File: src/rtl/sfq_toggle_decoder.sv
// sfq_toggle_decoder: turns toggle-encoded SFQ pulse nets into binary words.
// Each transition on a net is one pulse. The data pulses seen between two
// SFQ clock pulses form one word. Words are queued in a small FIFO that the
// consumer drains through a valid/ready handshake.
module sfq_toggle_decoder #(
    parameter int WIDTH       = 2,
    parameter int DEPTH       = 4,
    parameter int SYNC_STAGES = 2
) (
    input  logic                     clk,
    input  logic                     rst,
    input  logic [WIDTH-1:0]         tog_data,
    input  logic                     tog_clk,
    output logic [WIDTH-1:0]         out_data,
    output logic                     out_valid,
    input  logic                     out_ready,
    output logic [$clog2(DEPTH):0]   level,
    output logic                     err_overflow,
    output logic                     err_multi
);

    localparam int AW = $clog2(DEPTH);
    localparam int LW = AW + 1;
    localparam int NN = WIDTH + 1;       // data nets plus the SFQ clock net

    // Synchronizer chains and edge detection; the clock net is the top bit.
    logic [NN-1:0]    raw_s;
    logic [NN-1:0]    sync_r [SYNC_STAGES];
    logic [NN-1:0]    prev_r;
    logic [NN-1:0]    pulse_r;
    logic [WIDTH-1:0] data_pulse_s;
    logic             clk_pulse_s;

    // Window accumulation
    logic [WIDTH-1:0] acc_r;
    logic [WIDTH-1:0] acc_next_s;
    logic             multi_hit_s;
    logic [WIDTH-1:0] cap_word_r;
    logic             cap_valid_r;
    logic             err_multi_r;

    // FIFO
    logic [WIDTH-1:0] mem_r [DEPTH];
    logic [AW:0]      wr_ptr_r;
    logic [AW:0]      rd_ptr_r;
    logic [AW:0]      rd_ptr_next_s;
    logic [LW-1:0]    level_r;
    logic [LW-1:0]    level_next_s;
    logic [WIDTH-1:0] out_data_r;
    logic [WIDTH-1:0] head_next_s;
    logic             out_valid_r;
    logic             err_overflow_r;
    logic             full_s;
    logic             pop_s;
    logic             push_s;
    logic             drop_s;

    assign raw_s        = {tog_clk, tog_data};
    assign data_pulse_s = pulse_r[WIDTH-1:0];
    assign clk_pulse_s  = pulse_r[WIDTH];

    // Synchronize every net and flag a pulse whenever the synchronized level changes.
    // Reset loads the live input everywhere so no phantom pulse follows reset.
    always_ff @(posedge clk) begin
        if (rst) begin
            for (int s = 0; s < SYNC_STAGES; s++) begin
                sync_r[s] <= raw_s;
            end
            prev_r  <= raw_s;
            pulse_r <= {NN{1'b0}};
        end else begin
            sync_r[0] <= raw_s;
            for (int s = 1; s < SYNC_STAGES; s++) begin
                sync_r[s] <= sync_r[s-1];
            end
            pulse_r <= sync_r[SYNC_STAGES-1] ^ prev_r;
            prev_r  <= sync_r[SYNC_STAGES-1];
        end
    end

    // Merge this cycle's data pulses into the window and spot repeated pulses.
    always_comb begin
        acc_next_s  = acc_r | data_pulse_s;
        multi_hit_s = |(acc_r & data_pulse_s);
    end

    // Accumulate the window; a clock pulse captures it (same-cycle data included) and restarts it.
    always_ff @(posedge clk) begin
        if (rst) begin
            acc_r       <= {WIDTH{1'b0}};
            cap_word_r  <= {WIDTH{1'b0}};
            cap_valid_r <= 1'b0;
            err_multi_r <= 1'b0;
        end else begin
            cap_valid_r <= clk_pulse_s;
            if (clk_pulse_s) begin
                cap_word_r <= acc_next_s;
                acc_r      <= {WIDTH{1'b0}};
            end else begin
                acc_r <= acc_next_s;
            end
            if (multi_hit_s) begin
                err_multi_r <= 1'b1;
            end
        end
    end

    // FIFO control: a pop in the same cycle makes room for a push even when full.
    always_comb begin
        full_s        = (level_r == LW'(DEPTH));
        pop_s         = out_valid_r & out_ready;
        push_s        = cap_valid_r & (~full_s | pop_s);
        drop_s        = cap_valid_r & full_s & ~pop_s;
        rd_ptr_next_s = rd_ptr_r + {{AW{1'b0}}, pop_s};
        case ({push_s, pop_s})
            2'b10:   level_next_s = level_r + {{AW{1'b0}}, 1'b1};
            2'b01:   level_next_s = level_r - {{AW{1'b0}}, 1'b1};
            default: level_next_s = level_r;
        endcase
        if (level_next_s == {LW{1'b0}}) begin
            head_next_s = out_data_r;
        end else if (push_s && (wr_ptr_r[AW-1:0] == rd_ptr_next_s[AW-1:0])) begin
            head_next_s = cap_word_r;
        end else begin
            head_next_s = mem_r[rd_ptr_next_s[AW-1:0]];
        end
    end

    // FIFO storage; contents only matter where the pointers say so, hence no reset.
    always_ff @(posedge clk) begin
        if (push_s) begin
            mem_r[wr_ptr_r[AW-1:0]] <= cap_word_r;
        end
    end

    // FIFO pointers, occupancy, registered head word and sticky overflow.
    always_ff @(posedge clk) begin
        if (rst) begin
            wr_ptr_r       <= {(AW+1){1'b0}};
            rd_ptr_r       <= {(AW+1){1'b0}};
            level_r        <= {LW{1'b0}};
            out_data_r     <= {WIDTH{1'b0}};
            out_valid_r    <= 1'b0;
            err_overflow_r <= 1'b0;
        end else begin
            if (push_s) begin
                wr_ptr_r <= wr_ptr_r + {{AW{1'b0}}, 1'b1};
            end
            rd_ptr_r    <= rd_ptr_next_s;
            level_r     <= level_next_s;
            out_valid_r <= (level_next_s != {LW{1'b0}});
            out_data_r  <= head_next_s;
            if (drop_s) begin
                err_overflow_r <= 1'b1;
            end
        end
    end

    assign out_data     = out_data_r;
    assign out_valid    = out_valid_r;
    assign level        = level_r;
    assign err_overflow = err_overflow_r;
    assign err_multi    = err_multi_r;

endmodule

File: config.mk
export PLATFORM = sky130hd
export DESIGN_NAME = sfq_toggle_decoder
export DESIGN_NICKNAME = d
export VERILOG_FILES = /design/src/rtl/sfq_toggle_decoder.sv
export SDC_FILE = /design/constraint.sdc
export NUM_CORES = 1
export LEC_CHECK = 0
export ABC_AREA = 1
export BUFFER_PORTS_ARGS = -buffer_cell sky130_fd_sc_hd__clkbuf_2
export CAP_MARGIN = 20
export CORE_ASPECT_RATIO = 0.7
export CORE_MARGIN = 2
export CORE_UTILIZATION = 55
export DETAILED_ROUTE_END_ITERATION = 10
export GPL_TIMING_DRIVEN = 0
export HOLD_SLACK_MARGIN = 0.15
export PLACE_DENSITY = 0.85
export SLEW_MARGIN = 10
export SYNTH_ARGS = -nofsm -noshare
export SYNTH_HDL_FRONTEND = slang
export SYNTH_SLANG_ARGS = --single-unit
File: constraint.sdc
create_clock -name clk -period 3.32 [get_ports clk]
set_clock_uncertainty 0.05 [all_clocks]
set_input_delay 0.166 -clock clk [delete_from_list [all_inputs] [get_ports clk]]
set_output_delay 0.166 -clock clk [all_outputs]
set_load 0.03 [all_outputs]
==> impl_metrics.py, run 1 <==
metrics = {
    "status": {
        "status": "completed",
    },
    "sta": {
        "timing.fmax_ghz": 0.537,
        "post-route-worst-setup-slack_ns": 1.46,
        "layout_worst_path_cycle_share": 0.561,
        "fin_crit_ns": 1.86,
        "timing.final.setup_violations": 0,
        "slew_headroom": 0.669,
        "hold_viol_final": 0,
        "totalNegativeSetupSlack_ns": 0,
        "rsz_0062_raised_after_global_routing": "no",
        "worst_pin_slew_ns": 0.497,
        "hold-worst-slack_ns": 0.353,
        "report.final.slew_viol_count": 0,
    },
    "place": {
        "post-dp-hpwl_mm": 2.12,
        "dp_slack_ns": 1.47,
        "routabilityCongestion": 0.782,
        "port-buffer-count": 13,
    },
    "detailed_routing": {
        "num_vias": 1139,
        "drt_first_iter_violations": 65,
        "met1_length_mm": 1.21,
        "drt_first_pass_iters": 4,
        "route.met2.wl_mm": 1.38,
        "via_per_inst": 4.93,
        "postRouteAntennaNets": 0,
        "drc_errors": 0,
        "wl_met3_um": 161,
        "route.final.wire_length_mm": 2.83,
        "detail_route.wl_per_cell_um": 12.3,
        "route.top_layer_used": "met4",
    },
    "global_route": {
        "wire_length_of_the_first_global_routing_pass_mm": 4.53,
        "grt.total_usage": 0.210,
        "number_of_antenna_violations_at_the_first_check_in_global_routing": 0,
        "grt_pass1_vias": 1106,
        "grt_remaining_overflow": 0,
        "grt_max_degree": 12,
    },
    "cells_and_area": {
        "final_layout_size_suffix_gt1_frac": 0.162,
        "footprint_of_the_multi_input_gates_um2": 612,
        "register_area_um2": 821,
        "fill_cells": 201,
        "final_core_utilization": 0.689,
        "layout.nets": 208,
        "area_growth_from_synthesis_to_layout_pct": 15.2,
        "antennaDiodeCount": 0,
    },
    "floorplanning": {
        "i_o_pin_count": 14,
        "placeableCoreArea_um2": 2530,
        "dieArea_um2": 3200,
        "vertical_extent_of_the_die_um": 47.9,
        "initial_standard_cell_utilization_of_the_core": 0.598,
        "die-width_um": 66.7,
        "rows": 15,
    },
    "clocking": {
        "ctsLongestPathBuffers": 2,
        "tritoncts.num_buffers": 5,
        "clockRootBuffer": "clkbuf_8",
        "clock_latency_ns": 0.29,
        "htree_num_levels": 2,
        "cts.reportedPaths.clkPinSlew_ns": 0.07,
        "clock_tree_from_tritoncts": "done",
        "cts_num_sinks": 37,
        "post_cts_buffers": 0,
    },
    "power": {
        "power-per-cell-area_nw_per_um2": 644,
        "total_power_mw": 1.12,
        "peakVddDrop_v": 0.000300,
        "power_leakage_nw": 0.801,
    },
    "worst_setup_path": {
        "timing.setup.critical_path_class": "register to register",
        "crit_path_end_kind": "register",
        "critical_path_arrival_ns": 2.00,
        "crit_required_ns": 3.46,
        "worstSetupStartpointType": "register",
        "critPathMaxFanout": 6,
    },
    "synth": {
        "yosys-top-cells-area": "dfxtp_1, edfxtp_1, nand2_1",
        "yosys_warnings": 0,
        "post_synth_edffs": 8,
        "net_count_after_synthesis": 184,
        "synth-main-ff-cell": "dfxtp_1",
        "synth-seq-cells": 37,
        "yosys.area_share.adder": 0.0545,
        "synth_top_area_cell": "dfxtp_1",
        "synth_top_family_by_area": "simple AND/OR/NAND/NOR gates",
        "ys_async_sr_fraction": 0,
        "synth_area_per_cell_um2": 8.81,
        "synthMostInstantiatedCell": "nand2_1",
        "synth-seq-area-share": 0.542,
        "postSynthCellCount": 172,
        "synth.top_cell.area_share": 0.383,
        "synth_top_cells_by_count": "nand2_1, dfxtp_1, nor2_1",
        "synth_simple_gate_area_frac": 0.253,
        "synthesis.area_um2": 1520,
        "compound_gate_fraction_of_synth_area": 0.0570,
        "synth.distinct_cells": 23,
        "yosys.area_share.xor_xnor": 0.0396,
        "synthMuxAreaShare": 0,
    },
    "worst_hold_path": {
        "min-delay-path-class": "primary input to register",
    },
    "job": {
        "maxCapViolations": 0,
    },
}
-- final cells by class --
| type | instances | area share |
|---|---|---|
| timing repair buffer | 17 | 0.0602 |
| inverter | 20 | 0.0430 |
| sequential | 37 | 0.470 |
| clock inverter | 2 | 0.00573 |
| tap | 34 | 0.0244 |
| buffer | 2 | 0.00430 |
| clock buffer | 6 | 0.0416 |
| multi-input combinational | 113 | 0.351 |
-- state kept, by name (all words and copies together) (netlist names) --
register and count:
sync_r 6, out_valid 1, wr_ptr_r 2, acc_r 2, mem_r 8, out_data 2, level 3, cap_word_r 2
err_overflow 1, prev_r 3, err_multi 1, rd_ptr_r 2, cap_valid_r 1, pulse_r 3
-- cells in the final DEF, fill, tap and decap left out, drive strengths merged --
master | netlist | routed
fa | 1 | 1
a21oi | 2 | 2
xnor2 | 5 | 5
or2 | 2 | 2
clkbuf | 2 | 21
edfxtp | 8 | 8
a22o | 1 | 1
nand2 | 44 | 44
xor2 | 1 | 1
ha | 5 | 5
clkinv | 0 | 2
o21a | 3 | 3
dlygate4sd3 | 0 | 4
dfxtp | 29 | 29
o21ai | 9 | 9
inv | 20 | 20
nand4 | 3 | 3
nor2 | 27 | 27
nand3 | 10 | 10
-- cells by family after synthesis --
kind of cell,after synthesis
fa+ha+maj,6
simple gates,86
compound gates,15
xor+xnor,6
flops,37
buf+inv,22
-- through the flow --
step | cells | instance area [um^2]
floorplan | 172 | 1520
detailed placement | 219 | 1620
finish | 231 | 1750
global placement | 219 | 1620
global route | 231 | 1750
CTS | 231 | 1750
-- where the power goes --
part           switching, mW  internal (mW)  total [mW]
sequential            0.0318          0.505       0.537
combinational          0.187          0.102       0.289
clock                  0.153          0.145       0.298
total                  0.372          0.753        1.12
-- critical path, stage by stage, from the launching register on --
cell,delay (ns)
dfxtp_1,0.38
inv_2,0.09
nand3_2,0.12
fa_1,0.44
inv_1,0.09
nand4_1,0.09
nand3_1,0.09
nand2_1,0.11
inv_1,0.12
nor2_4,0.04
nor2_1,0.09
nor2_1,0.05
-- timing repair --
item | CTS | global route
hold buffers | 4 | 0
hold endpoints to repair | 10 | 0
endpoints found under the setup margin | 0 | 0
resized for setup | 0 | 0
-- metal layers --
layer  track usage  vias up
li1              -      588
met1         0.209      516
met2         0.388       27
met3        0.0824        8
met4         0.127        0
met5             0        -
-- path summary, 6_finish.rpt --
check,start,end,slack [ns],cells after the start
worst max-delay path,cap_valid_r,out_data[1],1.46,11
worst min-delay path,out_ready,level[0],0.35,5
worst max register to register,cap_valid_r,out_data[1],1.46,11
worst min register to register,sync_r[0][1],sync_r[0][4],0.37,2
Note: power is estimated with default switching activity, not from simulation.
==> run 2: changes to the inputs <==
Settings changed: ABC_AREA 1 to 0.
Clock period 3.32 ns to 1.9 ns, I/O delays scaled along.
==> impl_metrics.py, run 2 <==
metrics = {
    "sta": {
        "report.final.slew_viol_count": 0,
        "timing.final.setup_violations": 3,
        "layout_worst_path_cycle_share": 1.08,
        "fin_crit_ns": 2.05,
        "worst_pin_slew_ns": 0.513,
        "totalNegativeSetupSlack_ns": -0.356,
        "timing.fmax_ghz": 0.488,
        "rsz_0062_raised_after_global_routing": "yes",
        "slew_headroom": 0.658,
        "post-route-worst-setup-slack_ns": -0.147,
        "hold_viol_final": 0,
    },
    "detailed_routing": {
        "met1_length_mm": 1.20,
        "route.met2.wl_mm": 1.37,
        "detail_route.wl_per_cell_um": 14.2,
        "drc_errors": 0,
        "route.final.wire_length_mm": 2.84,
        "drt_first_iter_violations": 63,
        "postRouteAntennaNets": 0,
        "drt_first_pass_iters": 4,
        "route.top_layer_used": "met4",
        "wl_met3_um": 213,
        "num_vias": 1090,
        "via_per_inst": 5.48,
    },
    "worst_setup_path": {
        "worstSetupStartpointType": "register",
        "crit_required_ns": 2.04,
        "critical_path_arrival_ns": 2.19,
        "crit_path_end_kind": "register",
        "timing.setup.critical_path_class": "register to register",
        "rr_worst_depth": 5,
        "critPathMaxFanout": 5,
    },
    "clocking": {
        "tritoncts.num_buffers": 5,
        "cts_num_sinks": 37,
        "cts.reportedPaths.clkPinSlew_ns": 0.07,
        "htree_num_levels": 2,
        "clock_latency_ns": 0.29,
        "clockRootBuffer": "clkbuf_8",
        "ctsLongestPathBuffers": 2,
        "clock_tree_from_tritoncts": "done",
    },
    "synth": {
        "synth_top_cells_by_count": "dfxtp_1, nor2_1, inv_1",
        "synth_area_per_cell_um2": 11.4,
        "synth-seq-cells": 37,
        "synthMostInstantiatedCell": "dfxtp_1",
        "yosys-top-cells-area": "dfxtp_1, edfxtp_1, nor2_1",
        "ys_async_sr_fraction": 0,
        "postSynthCellCount": 138,
        "synth.top_cell.area_share": 0.368,
        "yosys_warnings": 0,
        "synthesis.area_um2": 1580,
        "synth.distinct_cells": 38,
        "post_synth_edffs": 8,
        "synth-seq-area-share": 0.521,
        "net_count_after_synthesis": 150,
        "synth-main-ff-cell": "dfxtp_1",
        "synth_top_area_cell": "dfxtp_1",
    },
    "power": {
        "power.clock.fraction": 0.319,
        "internal_power_mw": 1.45,
        "peakVddDrop_v": 0.000629,
        "power_leakage_nw": 0.743,
        "power_frac_seq": 0.469,
        "power_switching_mw": 0.567,
        "comb_power_share": 0.212,
        "power-per-cell-area_nw_per_um2": 1060,
        "switching_power_share_of_the_total": 0.282,
    },
    "status": {
        "status": "finished, violations left",
        "violations": "negative setup slack",
    },
    "place": {
        "post_dp_cell_area_um2": 1690,
        "port-buffer-count": 12,
        "routabilityCongestion": 0.899,
        "post-dp-hpwl_mm": 1.97,
    },
    "floorplanning": {
        "vertical_extent_of_the_die_um": 48.8,
        "rows": 16,
        "i_o_pin_count": 14,
        "dieArea_um2": 3320,
        "placeableCoreArea_um2": 2760,
        "die-width_um": 68.0,
        "initial_standard_cell_utilization_of_the_core": 0.571,
    },
    "global_route": {
        "wire_length_of_the_first_global_routing_pass_mm": 4.72,
        "grt_max_degree": 13,
        "grt.total_usage": 0.201,
        "number_of_antenna_violations_at_the_first_check_in_global_routing": 0,
        "grt_pass1_vias": 1087,
        "grt_remaining_overflow": 0,
    },
    "cells_and_area": {
        "final_layout_size_suffix_gt1_frac": 0.276,
        "layout.nets": 174,
        "layout.cells.most_common_list": "dfxtp_1, nor2_1, clkbuf_2",
        "antennaDiodeCount": 0,
        "area_growth_from_synthesis_to_layout_pct": 19.9,
        "largest_register_ffs": 8,
        "layout.cells.most_common": "dfxtp_1",
        "final_design_area_no_fill_um2": 1890,
        "fill_cells": 209,
    },
    "worst_hold_path": {
        "min-delay-path-class": "primary input to register",
        "hold_path_depth": 2,
    },
    "job": {
        "maxCapViolations": 0,
    },
}
[run 2: cell families (layout without fill, tap and decap cells)]
logic type      after synthesis  after routing  share of synthesized area
compound gates               27             27                      0.147
fa+ha+maj                     6              6                     0.0524
simple gates                 39             39                      0.126
mux                           6              6                     0.0540
flops                        37             37                      0.521
xor+xnor                      7              7                     0.0476
buf+inv                      16             41                     0.0524
[run 2: worst paths after layout]
check                                   from      endpoint  slack [ns]
worst max-delay path             cap_valid_r   out_data[0]       -0.15
worst min register to register  sync_r[0][0]  sync_r[0][3]        0.39
worst max register to register   cap_valid_r   out_data[0]       -0.15
worst min-delay path                     rst     prev_r[0]        0.22
[run 2: area by class of cell]
type                    count  area [um^2]  area share
inverters                  11         41.3      0.0218
clock inverters             1         6.26     0.00331
plain buffers               4         30.0      0.0159
repair buffers             18          115      0.0609
clock buffers               7          108      0.0569
flip-flops and latches     37          831       0.439
multi-input cells          85          714       0.378
well taps                  36         45.0      0.0238
[run 2: per-layer routing]
layer,up-vias,GRT usage
li1,535,-
met1,516,0.240
met2,32,0.325
met3,7,0.0624
met4,0,0.100
met5,-,0
[run 2: timing repair]
action	CTS	global route
resized for setup	9	1
hold endpoints to repair	14	0
hold buffers	4	0
endpoints found under the setup margin	3	3
pin swaps	3	1
setup buffers	2	0
[run 2: through the flow]
stage | hold WS [ns] | util | power [mW] | instances | worst slack [ns]
floorplan | 0.0727 | - | 1.25 | 138 | -0.173
global placement | 0.163 | 0.613 | 1.33 | 186 | -0.263
detailed placement | 0.169 | 0.613 | 1.34 | 186 | -0.294
CTS | 0.204 | 0.683 | 2.02 | 199 | -0.123
global route | 0.281 | 0.684 | 2.12 | 199 | -0.215
finish | 0.219 | 0.684 | 2.01 | 199 | -0.147
[run 2: power by group through the flow]
stage	clock (mW)	combinational, mW	sequential [mW]
2_1_floorplan	0	0.253	0.997
3_3_place_gp	0	0.373	0.952
3_5_place_dp	0	0.383	0.956
4_1_cts	0.658	0.420	0.942
5_1_grt	0.696	0.467	0.955
6_report	0.641	0.427	0.944
[run 2: worst max-delay path, cell delays in order (launching register included)]
cell	delay (ns)
dfxtp_4	0.34
nand3b_1	0.20
fa_2	0.41
o311a_4	0.35
o31a_1	0.30
a2111oi_2	0.30
